<file path="src/rtl/gates2_tester.sv">
// Stimulus/response checker for gates2: applies the four (a,b) vectors, samples z
// after a settle window and accumulates error count, per-vector flags and first-failure data.
module gates2_tester #(
  parameter int HOLD_CYCLES   = 200,
  parameter int SETTLE_CYCLES = 2,
  parameter int ERR_W         = 3
) (
  input  logic             clk,
  input  logic             rst_n,
  input  logic             start,
  output logic             a,
  output logic             b,
  input  logic [5:0]       z,
  output logic             busy,
  output logic             done,
  output logic             pass,
  output logic [ERR_W-1:0] err_count,
  output logic [3:0]       fail_vec,
  output logic [1:0]       first_fail_idx,
  output logic [5:0]       first_fail_z
);

  localparam int CW = $clog2(HOLD_CYCLES + 1);
  localparam logic [CW-1:0] SETTLE_LAST = CW'(SETTLE_CYCLES - 1);
  localparam logic [CW-1:0] HOLD_LAST   = CW'(HOLD_CYCLES - 1);

  typedef enum logic [2:0] {IDLE, SETTLE, CHECK, HOLD, DONE} state_t;

  state_t          state;
  logic [1:0]      idx;
  logic [CW-1:0]   cnt;
  logic [1:0]      nxt_idx;

  // Golden truth table: {AND, NAND, OR, NOR, XOR, XNOR} for vector index i.
  function automatic logic [5:0] exp_z(input logic [1:0] i);
    logic [5:0] r;
    case (i)
      2'd0:    r = 6'b010101;
      2'd1:    r = 6'b011010;
      2'd2:    r = 6'b011010;
      default: r = 6'b101001;
    endcase
    return r;
  endfunction

  assign nxt_idx = idx + 2'd1;
  assign pass    = done && (err_count == '0);

  always_ff @(posedge clk or negedge rst_n) begin
    if (!rst_n) begin
      state          <= IDLE;
      idx            <= '0;
      cnt            <= '0;
      a              <= 1'b0;
      b              <= 1'b0;
      busy           <= 1'b0;
      done           <= 1'b0;
      err_count      <= '0;
      fail_vec       <= '0;
      first_fail_idx <= '0;
      first_fail_z   <= '0;
    end else begin
      case (state)
        IDLE, DONE: begin
          if (start) begin
            err_count      <= '0;
            fail_vec       <= '0;
            first_fail_idx <= '0;
            first_fail_z   <= '0;
            done           <= 1'b0;
            busy           <= 1'b1;
            idx            <= '0;
            a              <= 1'b0;
            b              <= 1'b0;
            cnt            <= '0;
            state          <= SETTLE;
          end
        end
        SETTLE: begin
          cnt <= cnt + 1'b1;
          if (cnt == SETTLE_LAST) state <= CHECK;
        end
        CHECK: begin
          cnt <= cnt + 1'b1;
          if (z != exp_z(idx)) begin
            fail_vec[idx] <= 1'b1;
            if (err_count != '1) err_count <= err_count + ERR_W'(1);
            // fail_vec still reflects only earlier vectors, so zero means first failure
            if (fail_vec == '0) begin
              first_fail_idx <= idx;
              first_fail_z   <= z;
            end
          end
          state <= HOLD;
        end
        HOLD: begin
          if (cnt == HOLD_LAST) begin
            if (idx == 2'd3) begin
              busy  <= 1'b0;
              done  <= 1'b1;
              state <= DONE;
            end else begin
              idx   <= nxt_idx;
              a     <= nxt_idx[0];
              b     <= nxt_idx[1];
              cnt   <= '0;
              state <= SETTLE;
            end
          end else begin
            cnt <= cnt + 1'b1;
          end
        end
        default: state <= IDLE;
      endcase
    end
  end

endmodule

</file>
<file path="config.mk">
export PLATFORM = sky130hd
export DESIGN_NAME = gates2_tester
export DESIGN_NICKNAME = d
export VERILOG_FILES = /design/src/rtl/gates2_tester.sv
export SDC_FILE = /design/constraint.sdc
export NUM_CORES = 1
export LEC_CHECK = 0
export ABC_AREA = 1
export BUFFER_PORTS_ARGS = -buffer_cell sky130_fd_sc_hd__buf_2
export CAP_MARGIN = 20
export CORE_ASPECT_RATIO = 1.75
export CORE_MARGIN = 3
export CORE_UTILIZATION = 56
export DETAILED_ROUTE_END_ITERATION = 10
export GPL_TIMING_DRIVEN = 0
export PLACE_DENSITY = 0.76
export SETUP_SLACK_MARGIN = 0.4
export SYNTH_ARGS = -nofsm -noshare
export SYNTH_HDL_FRONTEND = slang
export SYNTH_SLANG_ARGS = --single-unit
</file>
<file path="constraint.sdc">
create_clock -name clk -period 2.15 [get_ports clk]
set_input_delay 0.1075 -clock clk [delete_from_list [all_inputs] [get_ports clk]]
set_output_delay 0.1075 -clock clk [all_outputs]
set_load 0.005 [all_outputs]
</file>
Word-level counts from Yosys, hierarchy flattened. Cells that the tools add are included.

Flip-flop bits (word level): 32. Input port bits: 9. Output and inout bits: 20. Logic and storage cells: 101.

Order comparisons: 2. Equality and inequality tests: 20. Add/sub/neg operators: 3. Reduce and logical (&&, ||, !) cells: 19. Bitwise gates (word level): 1. Mux-type cells: 45.

Operator list (number): two-way mux 6 bit (4); two-way mux 8 bit (3); case mux 6 bit (2 select lines) (2); case mux 8 bit (3 select lines) (1); two-way mux 3 bit (7); inequality test 2 bit, second input constant (8); AND reduction 4 bit (4); case mux 3 bit (4 select lines) (1); two-way mux 1 bit (11); two-way mux 2 bit (5); AND reduction 3 bit (3); adder 8 x 1 -> 8 bit, second input constant (1); equality test 8 x 1 -> 1 bit, second input constant (1); equality test 8 bit, second input constant (1); two-way mux 4 bit (2); case mux 1 bit (2 select lines) (4); case mux 2 bit (2 select lines) (2); case mux 4 bit (2 select lines) (1); equality test 3 x 2 -> 1 bit, second input constant (2); logical NOT 3 bit (2); inequality test 3 bit, second input constant (2); inequality test 6 bit (1); case mux 3 bit (2 select lines) (1); OR reduction 2 bit (3); 15 further kinds (18).

Logic depth before layout (Yosys ltp). Gate-level depths: netlist of run 1.

Depth in word-level cells: 7. Gate-level depth with buffers: 10. Gate-level depth less buffers: 10.

Worst setup path after synthesis of run 1. Ideal clock, no wire load.

Kind: register to register. Start point: register idx[0]. End point: register fail_vec[2]. Cell stages (with the launch flop): 11. Period minus slack after synthesis: 1539 ps. Path buffers: 1. Arrival: 1422 ps. Setup time: 117 ps. Path slack: 611 ps. Data required time: 2033 ps. Cell sequence: dfrtp_1 > inv_1 > ha_1 > inv_1 > nand2_1 > nand2_1 > nor2_2 > nand2_4 > buf_6 > nand4_1 > nand2_1.

Longest elaborated chain between the ends: 7. Elaborated cells on any way between the ends: 17. Classes of those cells: 2 x order compare; 4 x eq/ne; 6 x mux; 1 x bitwise; 4 x reduce/logical.

Ends and longest elaborated chain: start, declared (RTL line 30) `logic [1:0] idx;`; start signal, assigned (RTL line 103) `idx <= nxt_idx;`; equality test 2 bit (tied with other cells) (RTL line 37) `case (i)`; OR reduction 2 bit (no line) or logical AND 1 bit (tied branches); case mux 6 bit (2 select lines) or two-way mux 1 bit (tied branches) (RTL line 37, 86); two-way mux 6 bit or demux 1 bit (select 2 bit) (tied branches) (RTL line 63, 86); inequality test 6 bit or bitwise OR 4 bit (tied branches); inequality test 2 bit (no line) or two-way mux 4 bit (tied branches); AND reduction 3 bit (no line) or case mux 4 bit (2 select lines) (tied branches); end signal, assigned (RTL line 59) `fail_vec <= '0;`; end signal, assigned (RTL line 67) `fail_vec <= '0;`; end signal, assigned by index (RTL line 86) `fail_vec[idx] <= 1'b1;`; end, declared (RTL line 18) `output logic [3:0] fail_vec,`.

Several ways; a longest one is shown, not always the timed one. The select of a mux whose other input is x is not followed. A chain may end at the register's enable or synchronous reset.

Final worst setup path of run 1.
Start point: register idx[1]. End point: register fail_vec[3].

The elaborated chain is that of the path after synthesis.

==> results of run 1 <==
[cell type report]
cell class / instances / share of cell area (%)
inverters: 29 / 4.78
well taps: 43 / 2.36
plain buffers: 6 / 2.03
repair buffers: 34 / 8.24
flip-flops and latches: 30 / 33.1
multi-input cells: 192 / 44.7
clock buffers: 8 / 4.84
[what timing repair did]
item,4_1_cts,5_1_grt
endpoints found under the setup margin,0,18
buffers inserted,0,5
gates resized for setup,0,7
endpoints found under the hold margin,30,0
hold buffers,1,0
[placed cells by master (no fill, tap or decap), types with 5 or more instances in the layout]
cell and instances:
sky130_fd_sc_hd__nand2_1 80, sky130_fd_sc_hd__nor2_1 29, sky130_fd_sc_hd__buf_2 29, sky130_fd_sc_hd__dfrtp_1 28, sky130_fd_sc_hd__inv_1 26, sky130_fd_sc_hd__nand4_1 21
sky130_fd_sc_hd__nand3_1 15, sky130_fd_sc_hd__o21ai_0 9, sky130_fd_sc_hd__clkbuf_8 8, sky130_fd_sc_hd__buf_4 7, sky130_fd_sc_hd__ha_1 6, sky130_fd_sc_hd__a21oi_1 5
[logic make-up (layout without fill, tap and decap cells)]
logic type,Yosys count,after routing
adder cells (fa/ha/maj),9,9
AO/OA/AOI/OAI,20,20
AND/OR/NAND/NOR,160,160
buffers and inverters,35,77
XOR/XNOR,3,3
flip-flops,30,30
[sequential cells by signal, summed over array words and instances (netlist names)]
name,count
busy,1
cnt,8
done,1
err_count,3
fail_vec,4
first_fail_idx,2
first_fail_z,6
idx,2
state,3
[critical path, stage by stage (launching register included)]
cell and delay (ps):
sky130_fd_sc_hd__dfrtp_2 400, sky130_fd_sc_hd__inv_1 100, sky130_fd_sc_hd__ha_4 290, sky130_fd_sc_hd__inv_1 30, sky130_fd_sc_hd__nand2_1 50, sky130_fd_sc_hd__nand2_1 60
sky130_fd_sc_hd__nor2_2 140, sky130_fd_sc_hd__nand2_4 120, sky130_fd_sc_hd__buf_6 170, sky130_fd_sc_hd__nand4_1 70, sky130_fd_sc_hd__nand2_1 60
[metal layers]
metal | part of all wire, % | global-route usage [%] | vias to the layer above
met5 | 0 | 0 | -
met1 | 37 | 23.4 | 825
met4 | 2.3 | 9.57 | 0
met3 | 3.6 | 3.95 | 12
met2 | 57 | 44.2 | 40
li1 | - | - | 917
[power by group]
| group | internal, mW | switching, mW |
|---|---|---|
| combinational | 0.00934 | 0.0202 |
| sequential | 0.564 | 0 |
| clock | 0.323 | 0.209 |
| total | 0.897 | 0.229 |
[worst max-delay path by stage]
stage / start / to / slack [ps]
after global placement: idx[0] / fail_vec[2] / 450
after CTS: idx[0] / err_count[2] / 420
final: idx[1] / fail_vec[3] / 540
after detailed placement: cnt[0] / done / 420
after global routing: cnt[0] / busy / 390
after floorplan: idx[0] / fail_vec[2] / 610
==> results.md, run 1 <==
- The synthesized-area fraction occupied by adder cells is 5.92%.
- Synthesis instantiated 30 different standard cells from the library.
- The worst hold path terminates at state[0].
- In this run the clock root is driven by a sky130_fd_sc_hd__clkbuf_8.
- Measured on the finished design, the core utilization comes to 71.0%.
- The synthesized netlist devotes 39.0% of its cell area to simple gates.
- The most common cell in the synthesized netlist is sky130_fd_sc_hd__nand2_1.
- The design area is 2280 µm².
- Measured against its own limit, the worst slew margin works out to 54.8%.
- The number of clock buffers inserted by TritonCTS is 5.
- The design draws 1.13 mW.
- In this run the mean area of a mapped cell was 7.40 µm².
- The sum of net half-perimeters after detailed placement is 3.29 mm.
- The clock input transition at the sequential cells of the worst setup and hold paths is 70 ps.
- After synthesis, the share of cell area in mux cells is 0%.
- The fraction of registers with async set or reset after synthesis is 100%.
- The area of all sequential standard cells is 753 µm².
- After layout, the worst setup slack is 540 ps.
- The maximum number of pins on one net before global-route repair is 31.
- The number of synthesized flops with an enable pin is 0.
- The beginning of the worst register-to-register path is idx[1].
- The largest driver fanout on the critical path is 10.
- The placed instance count is 328.
- After synthesis, the largest area contributor takes up 39.5% of total cell area.
- For the final database, setup skew stands at 5.85 ps.
- Across the run, the number of max-cap violations was 0.
- Setup total negative slack on the finished layout was measured at 0 ps.
- Once the floorplan was initialized, standard cells occupied 59.2% of the core.
- The worst register-to-register path ends at fail_vec[3].
- In the routed layout, each cell is associated on average with a via count of 5.25.
- The area of the multi-input gates is 1020 µm².
- The H-tree was split into 2 levels.
- The post-detailed-route DRC marker count is 0.
- In this run the remaining antenna-violating nets after routing total 0.
- The initial antenna violation count is 0.
- The wire length of the first global-routing pass is 7.64 mm.
- The synthesized flop and latch total is 30.
- After layout, the minimum clock period comes to 1610 ps.
- OpenSTA, run right after detailed placement, puts the worst setup slack at 425 ps.
- The path type of the worst setup path is reg2reg.
- The commonest cells after synthesis are sky130_fd_sc_hd__nand2_1, sky130_fd_sc_hd__dfrtp_1, sky130_fd_sc_hd__nor2_1.
- The hold slack is 165 ps.
- The net count of the finished layout is 316.
- The weighted congestion reported at the end of routability-driven placement is 0.874.
- The mapped cell area is 1900 µm².
- The hold path startpoint is start.
- The global-route usage over all layers is 23.2%.
- The total of fill cells in the finished design is 285.
- The worst-case IR drop observed on VDD is 0.432 mV.
- The highest clock rate is 621 MHz.
- The category of the worst setup path capture point is a register.
- The synthesized netlist devotes 1.38% of its cell area to XOR and XNOR gates.
- Summed over all layers, the routed wires come to 4.34 mm.
- During placement, the flow inserted port buffers numbering 28.
- After detailed routing, the average wire length per cell comes to 12.7 µm.
- The die is 83.1 µm tall.
- The power per cell area is 494 nW/µm².
- The final hold violation count is 0.
- The via count is 1794.
- The number of global-route vias before repair is 1772.
- In the synthesized netlist the dominant register cell turns out to be sky130_fd_sc_hd__dfrtp_1.
- After the flow finishes, the layout carries non-filler instances totaling 342.
- The analysis attributes to cell leakage a power of 1.23 nW.
- Setup repair after global routing could not meet its margin everywhere.
- After floorplanning, the core was sized to cover 3210 µm².
- At the pin with the least slew margin, the transition time is 678 ps.
- The required arrival time at the worst endpoint is 2320 ps.
- The die covers 4160 µm².
- The data arrival time of the critical path is 1780 ps.
- The clock tree from TritonCTS is yes.
- Setup violations remaining at the end of the flow were counted as 0.
- In this run the core area contains 27 standard-cell rows.
- The count of warnings emitted by yosys is 0.
- The flow ran to the end, and the final reports show no timing, DRC or antenna violations.
- The total placed instance area is 2090 µm².
- The maximum buffer depth of the clock tree is 2.
- The number of iterations in the first detailed-routing pass is 4.
- After the first detailed-routing iteration, the DRC count stood at 52.
- Counting cells, the worst reg-to-reg path comes to 10.
- Yosys attributes the largest share of cell area to sky130_fd_sc_hd__dfrtp_1, sky130_fd_sc_hd__nand2_1, sky130_fd_sc_hd__nand4_1.
- The synthesized design spends more area on one cell type than any other, namely sky130_fd_sc_hd__dfrtp_1.
- The count of pins over their slew limit was 0.
- Across all register-to-register paths, the minimum setup slack is 540 ps.
- The worst hold path class is in2reg.
- The post-synthesis cell count is 257.
- After global routing the overflow that remains totals 0.
- The antenna diode count is 0.
- The share of the clock period used by the worst path after layout is 74.9%.
- The launching element type of the critical path is a register.
- The later pin in the worst-skew pair is clocked with a latency of 280 ps.
- The area overhead of the layout relative to synthesis is 19.8%.
- Clock tree synthesis found a total of 30 sinks.
- The I/O pin count is 29.
- By area, the combinational part of the netlist is dominated by simple AND/OR/NAND/NOR gates.
- The worst hold path was traced through 3 stages.
- From left edge to right edge, the die measures 50.0 µm.
- The sequential-to-total area share from yosys stat is 39.5%.
- Of the cells placed in the final design, the portion with a size suffix greater than 1 is 22.7%.
- The number of nets in the synthesized netlist is 275.
- Summing the areas of all compound-gate instances in the mapped netlist gives 5.99% of the synthesized area.
No activity file was read; power rests on OpenSTA's default activity.
==> inputs of run 2 (changes only) <==
==> constraint.sdc (replaced) <==
create_clock -name clk -period 1.6 [get_ports clk]
set_input_delay 0.08 -clock clk [delete_from_list [all_inputs] [get_ports clk]]
set_output_delay 0.08 -clock clk [all_outputs]
set_load 0.005 [all_outputs]
==> run 2 against run 1 <==
The flow now finishes with violations (negative setup slack). Clock power up 25%. Global-route usage up 11 points. Count of clock-buffer cells in the layout fell by 1. Setup slack got worse by 660 ps. Register-to-register slack worse by 660 ps.
==> results.md, run 2 (same netlist as run 1, synthesis figures left out) <==
- The sum of net half-perimeters after detailed placement is 3.25 mm (was 3.29 mm).
- The level count of the clock H-tree is 2 (unchanged).
- The top register by number of flip-flops is cnt (unchanged).
- The beginning of the worst register-to-register path was state[0] (was idx[1]).
- The setup slack of the most critical reg-to-reg path is -120 ps (was 540 ps).
- The count of pins over their slew limit is 0 (unchanged).
- The total number of clock tree sinks is 30 (unchanged).
- The horizontal die dimension is 50.0 µm (unchanged).
- The routed wire length per instance is 23.7 µm (was 12.7 µm).
- The largest driver fanout on the critical path is 7 (was 10).
- The final setup skew is 13.8 ps (was 5.85 ps).
- The path type of the worst setup path is reg2reg (unchanged).
- The number of clock buffers inserted by TritonCTS is 5 (unchanged).
- The area overhead of the layout relative to synthesis is 57.4% (was 19.8%).
- Largest registers: cnt: 8 flops, first_fail_z: 6 flops, fail_vec: 4 flops (unchanged).
- The mean number of vias per cell came to 6.44 (was 5.25).
- The final worst-path setup slack was -124 ps (was 540 ps).
- The row count is 27 (unchanged).
- The design area is 2990 µm² (was 2280 µm²).
- The initial antenna violation count is 0 (unchanged).
- The area enclosed by the die boundary was 4160 µm² (unchanged).
- Outcome: finished, violations left (was finished, final reports clean).
- The required arrival time at the worst endpoint is 1780 ps (was 2320 ps).
- The worst setup timing slack at the placement stage is -22.9 ps (was 425 ps).
- The maximum number of pins on one net before global-route repair was 31 (unchanged).
- The category of the worst setup path capture point is a register (unchanged).
- The leakage power was 1.53 nW (was 1.23 nW).
- The end point of the critical path is fail_vec[1] (was fail_vec[3]).
- The number of cells traversed by the worst register-to-register path came to 8 (was 10).
- The clock tree from TritonCTS was yes (unchanged).
- The highest clock rate is 580 MHz (was 621 MHz).
- The initial core utilization was 59.2% (unchanged).
- The launching element type of the critical path was a register (unchanged).
- The wire length of the first global-routing pass is 10.9 mm (was 7.64 mm).
- The flip-flop count of the largest register, all copies and words added is 8 (unchanged).
- The number of buffers added on ports was 28 (unchanged).
- The total congestion overflow after global routing was 0 (unchanged).
- The setup violation total in the final timing report is 16 (was 0).
- The number of iterations in the first detailed-routing pass is 5 (was 4).
- The worst hold path class is in2reg (unchanged).
- The total placed instance area was 2170 µm² (was 2090 µm²).
- The clock period minus worst slack is 1720 ps (was 1610 ps).
- Highest-count cells in the layout ignoring fill and taps: sky130_fd_sc_hd__nand2_1, sky130_fd_sc_hd__buf_2, sky130_fd_sc_hd__nor2_1, sky130_fd_sc_hd__buf_4 (was sky130_fd_sc_hd__nand2_1, sky130_fd_sc_hd__nor2_1, sky130_fd_sc_hd__buf_2, sky130_fd_sc_hd__dfrtp_1, sky130_fd_sc_hd__inv_1).
- The share of the clock period used by the worst path after layout was 108% (was 74.9%).
- The power per cell area is 492 nW/µm² (was 494 nW/µm²).
- The pin slew with the least headroom to its limit is 706 ps (was 678 ps).
- The largest voltage drop on the vdd net is 0.573 mV (was 0.432 mV).
- The initial detailed-routing violation count was 244 (was 52).
- List of cells traversed by the critical path: buf_12 -> nor2_4 -> nand2_1 -> nor2_2 -> nand2_4 -> buf_12 -> nand4_1 -> nand2_1 (was inv_1 -> ha_4 -> inv_1 -> nand2_1 -> nand2_1 -> nor2_2 -> nand2_4 -> buf_6 -> nand4_1 -> nand2_1).
- The met2 capacity usage during global routing is 58.8% (was 44.2%).
- The weighted congestion reported at the end of routability-driven placement is 0.823 (was 0.874).
- The buffer type at the clock tree root is sky130_fd_sc_hd__clkbuf_8 (unchanged).
- The number of global-route vias before repair is 2229 (was 1772).
- The I/O pin count is 29 (unchanged).
- The share of post-route cells with drive strength above 1 is 46.3% (was 22.7%).
- The data arrival time of the critical path is 1900 ps (was 1780 ps).
- The met3 track demand over resource is 8.80% (was 3.95%).
- Setup repair after global routing missed its margin: true (unchanged).
- The slowest stage cell on the critical path is sky130_fd_sc_hd__dfrtp_2 (unchanged).
- The clock latency on the worst-skew pair is 310 ps (was 280 ps).
- The number of nets with antenna violations after routing was 0 (unchanged).
- The placeable core region is 3210 µm² (unchanged).
- The clock input transition at the sequential cells of the worst setup and hold paths is 80 ps (was 70 ps).
- The maximum buffer depth of the clock tree is 2 (unchanged).
- The overall power after layout is 1.47 mW (was 1.13 mW).
- The leading cell type in the layout, fill and taps excluded is sky130_fd_sc_hd__nand2_1 (unchanged).
- The routed wire length is 9.00 mm (was 4.34 mm).
- The launching element of the worst setup path was state[0] (was idx[1]).
- The height of the die was 83.1 µm (unchanged).
- The number of nets in the layout is 355 (was 316).
- The worst flop-to-flop path endpoint is fail_vec[1] (was fail_vec[3]).
- The global-route usage over all layers was 34.6% (was 23.2%).
- The antenna diode count came to 0 (unchanged).
- The final hold violation count is 0 (unchanged).
- The hold slack was 214 ps (was 165 ps).
- The delay of the slowest critical-path stage is 460 ps (was 400 ps).
- The total of fill cells in the finished design is 105 (was 285).
- The met1 capacity usage during global routing is 34.9% (was 23.4%).
- The number of max-cap violations is 0 (unchanged).
- The worst slew slack as a fraction of its limit is 52.9% (was 54.8%).
- The via count was 2446 (was 1794).
- The most used routing layer in global routing is met2 (unchanged).
- The post-detailed-route DRC marker count is 0 (unchanged).
- The checks that failed: negative setup slack.
run 2: cell count changes in the layout (fill, tap and decap cells not counted), sizes merged:
cell and delta:
buf +39, clkbuf -1, clkinv +1, inv -1
run 2: how the worst min path moves through the flow:
stage                      from               to  slack (ps)  depth (start not counted)
after floorplan           rst_n             busy        -220                          0
after global placement    rst_n     err_count[2]         150                          1
after detailed placement  rst_n     err_count[2]         160                          1
after CTS                  z[2]  first_fail_z[2]         150                          5
after global routing       z[1]  first_fail_z[1]         200                          5
final                      z[2]  first_fail_z[2]         210                          5
run 2: final cells by class:
class / instances / area (µm²) / area share, %
buffer: 6 / 61.3 / 2.05
clock buffer: 7 / 86.3 / 2.89
inverter: 29 / 131 / 4.39
multi-input combinational: 192 / 1310 / 43.7
sequential: 30 / 762 / 25.5
tap: 43 / 53.8 / 1.80
timing repair buffer: 73 / 589 / 19.7
run 2: stage by stage:
| stage | utilization, % | TNS (ps) | instances |
|---|---|---|---|
| global placement | 67.6 | -185 | 328 |
| detailed placement | 67.6 | -150 | 328 |
| finish | 93.2 | -824 | 380 |
| floorplan | - | 0 | 257 |
| global route | 93.2 | -1930 | 380 |
| CTS | 85.4 | 0 | 367 |
run 2: per-layer routing:
metal,wire length (µm),vias up
met5,0,-
met1,2810,1112
met4,843,0
li1,-,996
met2,4470,239
met3,874,99
run 2: what timing repair did:
action,4_1_cts,5_1_grt
pin swaps,14,19
gates resized for setup,57,38
setup endpoints to repair,31,31
gates cloned,1,0
hold endpoints to repair,30,0
hold buffers,1,0
setup buffers,30,13
run 2: worst max-delay path, delay by kind of cell, from the launching register on:
family / cells / cell delay (ps)
flops: 1 / 460
buf+inv: 2 / 310
simple gates: 6 / 810
run 2: report_power, final:
part | leakage (nW) | switching [mW] | total (mW) | internal, mW
registers | 0.389 | 0 | 0.758 | 0.758
clock network | 0.0443 | 0.323 | 0.664 | 0.341
logic | 1.09 | 0.0371 | 0.0505 | 0.0134
==> inputs of run 3 (changes only) <==
--- a/config.mk
+++ b/config.mk
@@ -10,10 +10,10 @@
 export CAP_MARGIN = 20
 export CORE_ASPECT_RATIO = 1.75
 export CORE_MARGIN = 3
-export CORE_UTILIZATION = 56
+export CORE_UTILIZATION = 55
 export DETAILED_ROUTE_END_ITERATION = 10
 export GPL_TIMING_DRIVEN = 0
-export PLACE_DENSITY = 0.76
+export PLACE_DENSITY = 0.75
 export SETUP_SLACK_MARGIN = 0.4
 export SYNTH_ARGS = -nofsm -noshare
 export SYNTH_HDL_FRONTEND = slang
==> run 3 against run 2 <==
Core utilization is 6.1 points lower. Critical endpoint is now fail_vec[3]. Via count is 15% lower. Count of clock-buffer cells in the layout stayed put. Total power is 6.1% higher. Largest cell class unchanged. Worst hold slack worse by 62 ps. Sequential cell count stayed put. Cell count is 2.6% lower. Fmax is 5.7% higher. The run still ends with negative setup slack left.
==> results.md, run 3 (same netlist as run 1, synthesis figures left out) <==
- The final setup skew is 5.45 ps (was 13.8 ps).
- The pin slew with the least headroom to its limit was 682 ps (was 706 ps).
- The total number of clock tree sinks was 30 (unchanged).
- The post-detailed-route DRC marker count is 0 (unchanged).
- The top register by number of flip-flops is cnt (unchanged).
- The placeable core region is 3240 µm² (was 3210 µm²).
- The met2 capacity usage during global routing is 53.9% (was 58.8%).
- The initial detailed-routing violation count is 58 (was 244).
- The flip-flop count of the largest register, all copies and words added is 8 (unchanged).
- The worst hold path class is in2reg (unchanged).
- The area enclosed by the die boundary is 4220 µm² (was 4160 µm²).
- The horizontal die dimension is 50.4 µm (was 50.0 µm).
- The largest driver fanout on the critical path is 7 (unchanged).
- The most used routing layer in global routing is met2 (unchanged).
- The family of cells with the greatest summed delay on the critical path is simple AND/OR/NAND/NOR gates (unchanged).
- The slowest stage cell on the critical path is sky130_fd_sc_hd__dfrtp_1 (was sky130_fd_sc_hd__dfrtp_2).
- The wire length of the first global-routing pass came to 9.29 mm (was 10.9 mm).
- The number of cells traversed by the worst register-to-register path is 9 (was 8).
- The total stage count of the critical path came to 9 (was 8).
- The leakage power is 1.44 nW (was 1.53 nW).
- The worst slew slack as a fraction of its limit is 54.6% (was 52.9%).
- The launching element of the worst setup path is state[2] (was state[0]).
- Largest registers: cnt: 8 flops, first_fail_z: 6 flops, fail_vec: 4 flops (unchanged).
- The count of pins over their slew limit is 0 (unchanged).
- The setup violation total in the final timing report is 1 (was 16).
- The largest voltage drop on the vdd net is 0.539 mV (was 0.573 mV).
- The required arrival time at the worst endpoint is 1770 ps (was 1780 ps).
- The sum of net half-perimeters after detailed placement was 3.26 mm (was 3.25 mm).
- The total congestion overflow after global routing is 0 (unchanged).
- The beginning of the worst register-to-register path is state[2] (was state[0]).
- The setup TNS came to -31.1 ps (was -824 ps).
- The clock period minus worst slack was 1630 ps (was 1720 ps).
- The final cell utilization of the core was 87.1% (was 93.2%).
- The clock input transition at the sequential cells of the worst setup and hold paths came to 70 ps (was 80 ps).
- The share of the clock period used by the worst path after layout is 102% (was 108%).
- The number of nets with antenna violations after routing was 0 (unchanged).
- The data arrival time of the critical path was 1800 ps (was 1900 ps).
- The number of clock buffers inserted by TritonCTS is 5 (unchanged).
- The highest clock rate is 613 MHz (was 580 MHz).
- Outcome: finished, violations left (unchanged).
- The number of buffers added on ports came to 28 (unchanged).
- The routed wire length per instance is 16.1 µm (was 23.7 µm).
- The sum of buffers and inverters on the critical path came to 2 (unchanged).
- The path type of the worst setup path is reg2reg (unchanged).
- The number of standard cells in the layout, taps in and fillers out came to 370 (was 380).
- The initial antenna violation count is 0 (unchanged).
- The number of iterations in the first detailed-routing pass is 4 (was 5).
- Counting stages on the worst path, the most repeated cell is sky130_fd_sc_hd__nand2_1.
- The power per cell area is 553 nW/µm² (was 492 nW/µm²).
- The launching element type of the critical path is a register (unchanged).
- The number of global-route vias before repair is 2107 (was 2229).
- The maximum buffer depth of the clock tree is 2 (unchanged).
- The delay of the slowest critical-path stage is 400 ps (was 460 ps).
- The routed wire length is 5.96 mm (was 9.00 mm).
- The final worst-path setup slack is -31.1 ps (was -124 ps).
- The mean number of vias per cell is 5.65 (was 6.44).
- The via count is 2090 (was 2446).
- The clock latency on the worst-skew pair is 290 ps (was 310 ps).
- List of cells traversed by the critical path: inv_2 -> nand2_2 -> nor2_4 -> nand2_1 -> nor2_2 -> nand2_4 -> buf_6 -> nand4_1 -> nand2_1 (was buf_12 -> nor2_4 -> nand2_1 -> nor2_2 -> nand2_4 -> buf_12 -> nand4_1 -> nand2_1).
- The clock tree from TritonCTS is yes (unchanged).
- The cell count of the worst hold path came to 5 (unchanged).
- The hold path startpoint is z[1] (was z[2]).
- The category of the worst setup path capture point is a register (unchanged).
- The final hold violation count is 0 (unchanged).
- The area overhead of the layout relative to synthesis is 48.6% (was 57.4%).
- The leading cell type in the layout, fill and taps excluded is sky130_fd_sc_hd__nand2_1 (unchanged).
- Violated checks: negative setup slack (unchanged).
- The number of nets in the layout is 344 (was 355).
- The I/O pin count is 29 (unchanged).
- The row count is 27 (unchanged).
- The height of the die is 83.8 µm (was 83.1 µm).
- The global-route usage over all layers is 28.7% (was 34.6%).
- Highest-count cells in the layout ignoring fill and taps: sky130_fd_sc_hd__nand2_1, sky130_fd_sc_hd__buf_2, sky130_fd_sc_hd__nor2_1, sky130_fd_sc_hd__buf_4, sky130_fd_sc_hd__dfrtp_1 (was sky130_fd_sc_hd__nand2_1, sky130_fd_sc_hd__buf_2, sky130_fd_sc_hd__nor2_1, sky130_fd_sc_hd__buf_4).
- The met3 track demand over resource was 4.47% (was 8.80%).
- The placed instance count came to 328 (unchanged).
- The weighted congestion reported at the end of routability-driven placement is 0.821 (was 0.823).
- The maximum number of pins on one net before global-route repair was 31 (unchanged).
- The initial core utilization is 58.6% (was 59.2%).
- The met1 capacity usage during global routing is 27.1% (was 34.9%).
- The worst setup timing slack at the placement stage is -11.9 ps (was -22.9 ps).
- Setup repair after global routing missed its margin: true (unchanged).
- The antenna diode count is 0 (unchanged).
- The share of post-route cells with drive strength above 1 is 42.2% (was 46.3%).
- The number of max-cap violations is 0 (unchanged).
- The level count of the clock H-tree is 2 (unchanged).
- The buffer type at the clock tree root is sky130_fd_sc_hd__clkbuf_8 (unchanged).
-- run 3: changes by cell type in the layout (fill, tap and decap cells not counted), moves of 3 or more --
cell	before	now
sky130_fd_sc_hd__nand2_1	68	65
sky130_fd_sc_hd__dfrtp_1	21	24
sky130_fd_sc_hd__buf_6	16	9
sky130_fd_sc_hd__buf_12	5	1
sky130_fd_sc_hd__dfrtp_2	9	6
sky130_fd_sc_hd__nand2_2	10	13
-- run 3: per-stage QoR --
stage	total power, mW	hold slack [ps]	cell area, µm²
global placement	0.811	148	2170
global route	1.60	189	2820
finish	1.56	152	2820
detailed placement	0.812	154	2170
floorplan	0.783	-216	1980
CTS	1.58	143	2630
-- run 3: repair_timing --
action / in CTS / in global routing
pin swaps: 8 / 15
buffers inserted: 22 / 9
cloned: 1 / 1
gates resized for setup: 49 / 24
endpoints found under the hold margin: 30 / 0
setup endpoints to repair: 31 / 31
hold buffers: 1 / 0
-- run 3: report_power, final --
| group | switching [mW] | internal, mW |
|---|---|---|
| registers | 0 | 0.758 |
| clock network | 0.295 | 0.465 |
| logic | 0.0296 | 0.0133 |
-- run 3: tightest hold or removal path: cells and delay by family --
kind,cells,cell delay [ps]
and+or+nand+nor,3,150
buffers and inverters,2,160
-- run 3: metal layers --
layer | routed length [µm] | share of wire (%)
met1 | 2060 | 35
met3 | 235 | 3.9
met5 | 0 | 0
met4 | 329 | 5.5
met2 | 3330 | 56
-- run 3: final cells by class --
type	count	area, µm²
plain buffers	6	63.8
fillers	186	419
clock buffers	7	76.3
inverters	29	119
multi-input cells	192	1270
repair buffers	62	454
well taps	43	53.8
clock inverters	1	30.0
flip-flops and latches	30	758
-- run 3: final timing paths --
path / to / slack [ps]
setup / recovery: fail_vec[3] / -30
hold / removal: first_fail_z[1] / 150
setup reg to reg: fail_vec[3] / -30
hold reg to reg: first_fail_z[1] / 470
max in group asynchronous: cnt[4] / 760
min in group asynchronous: busy / 370
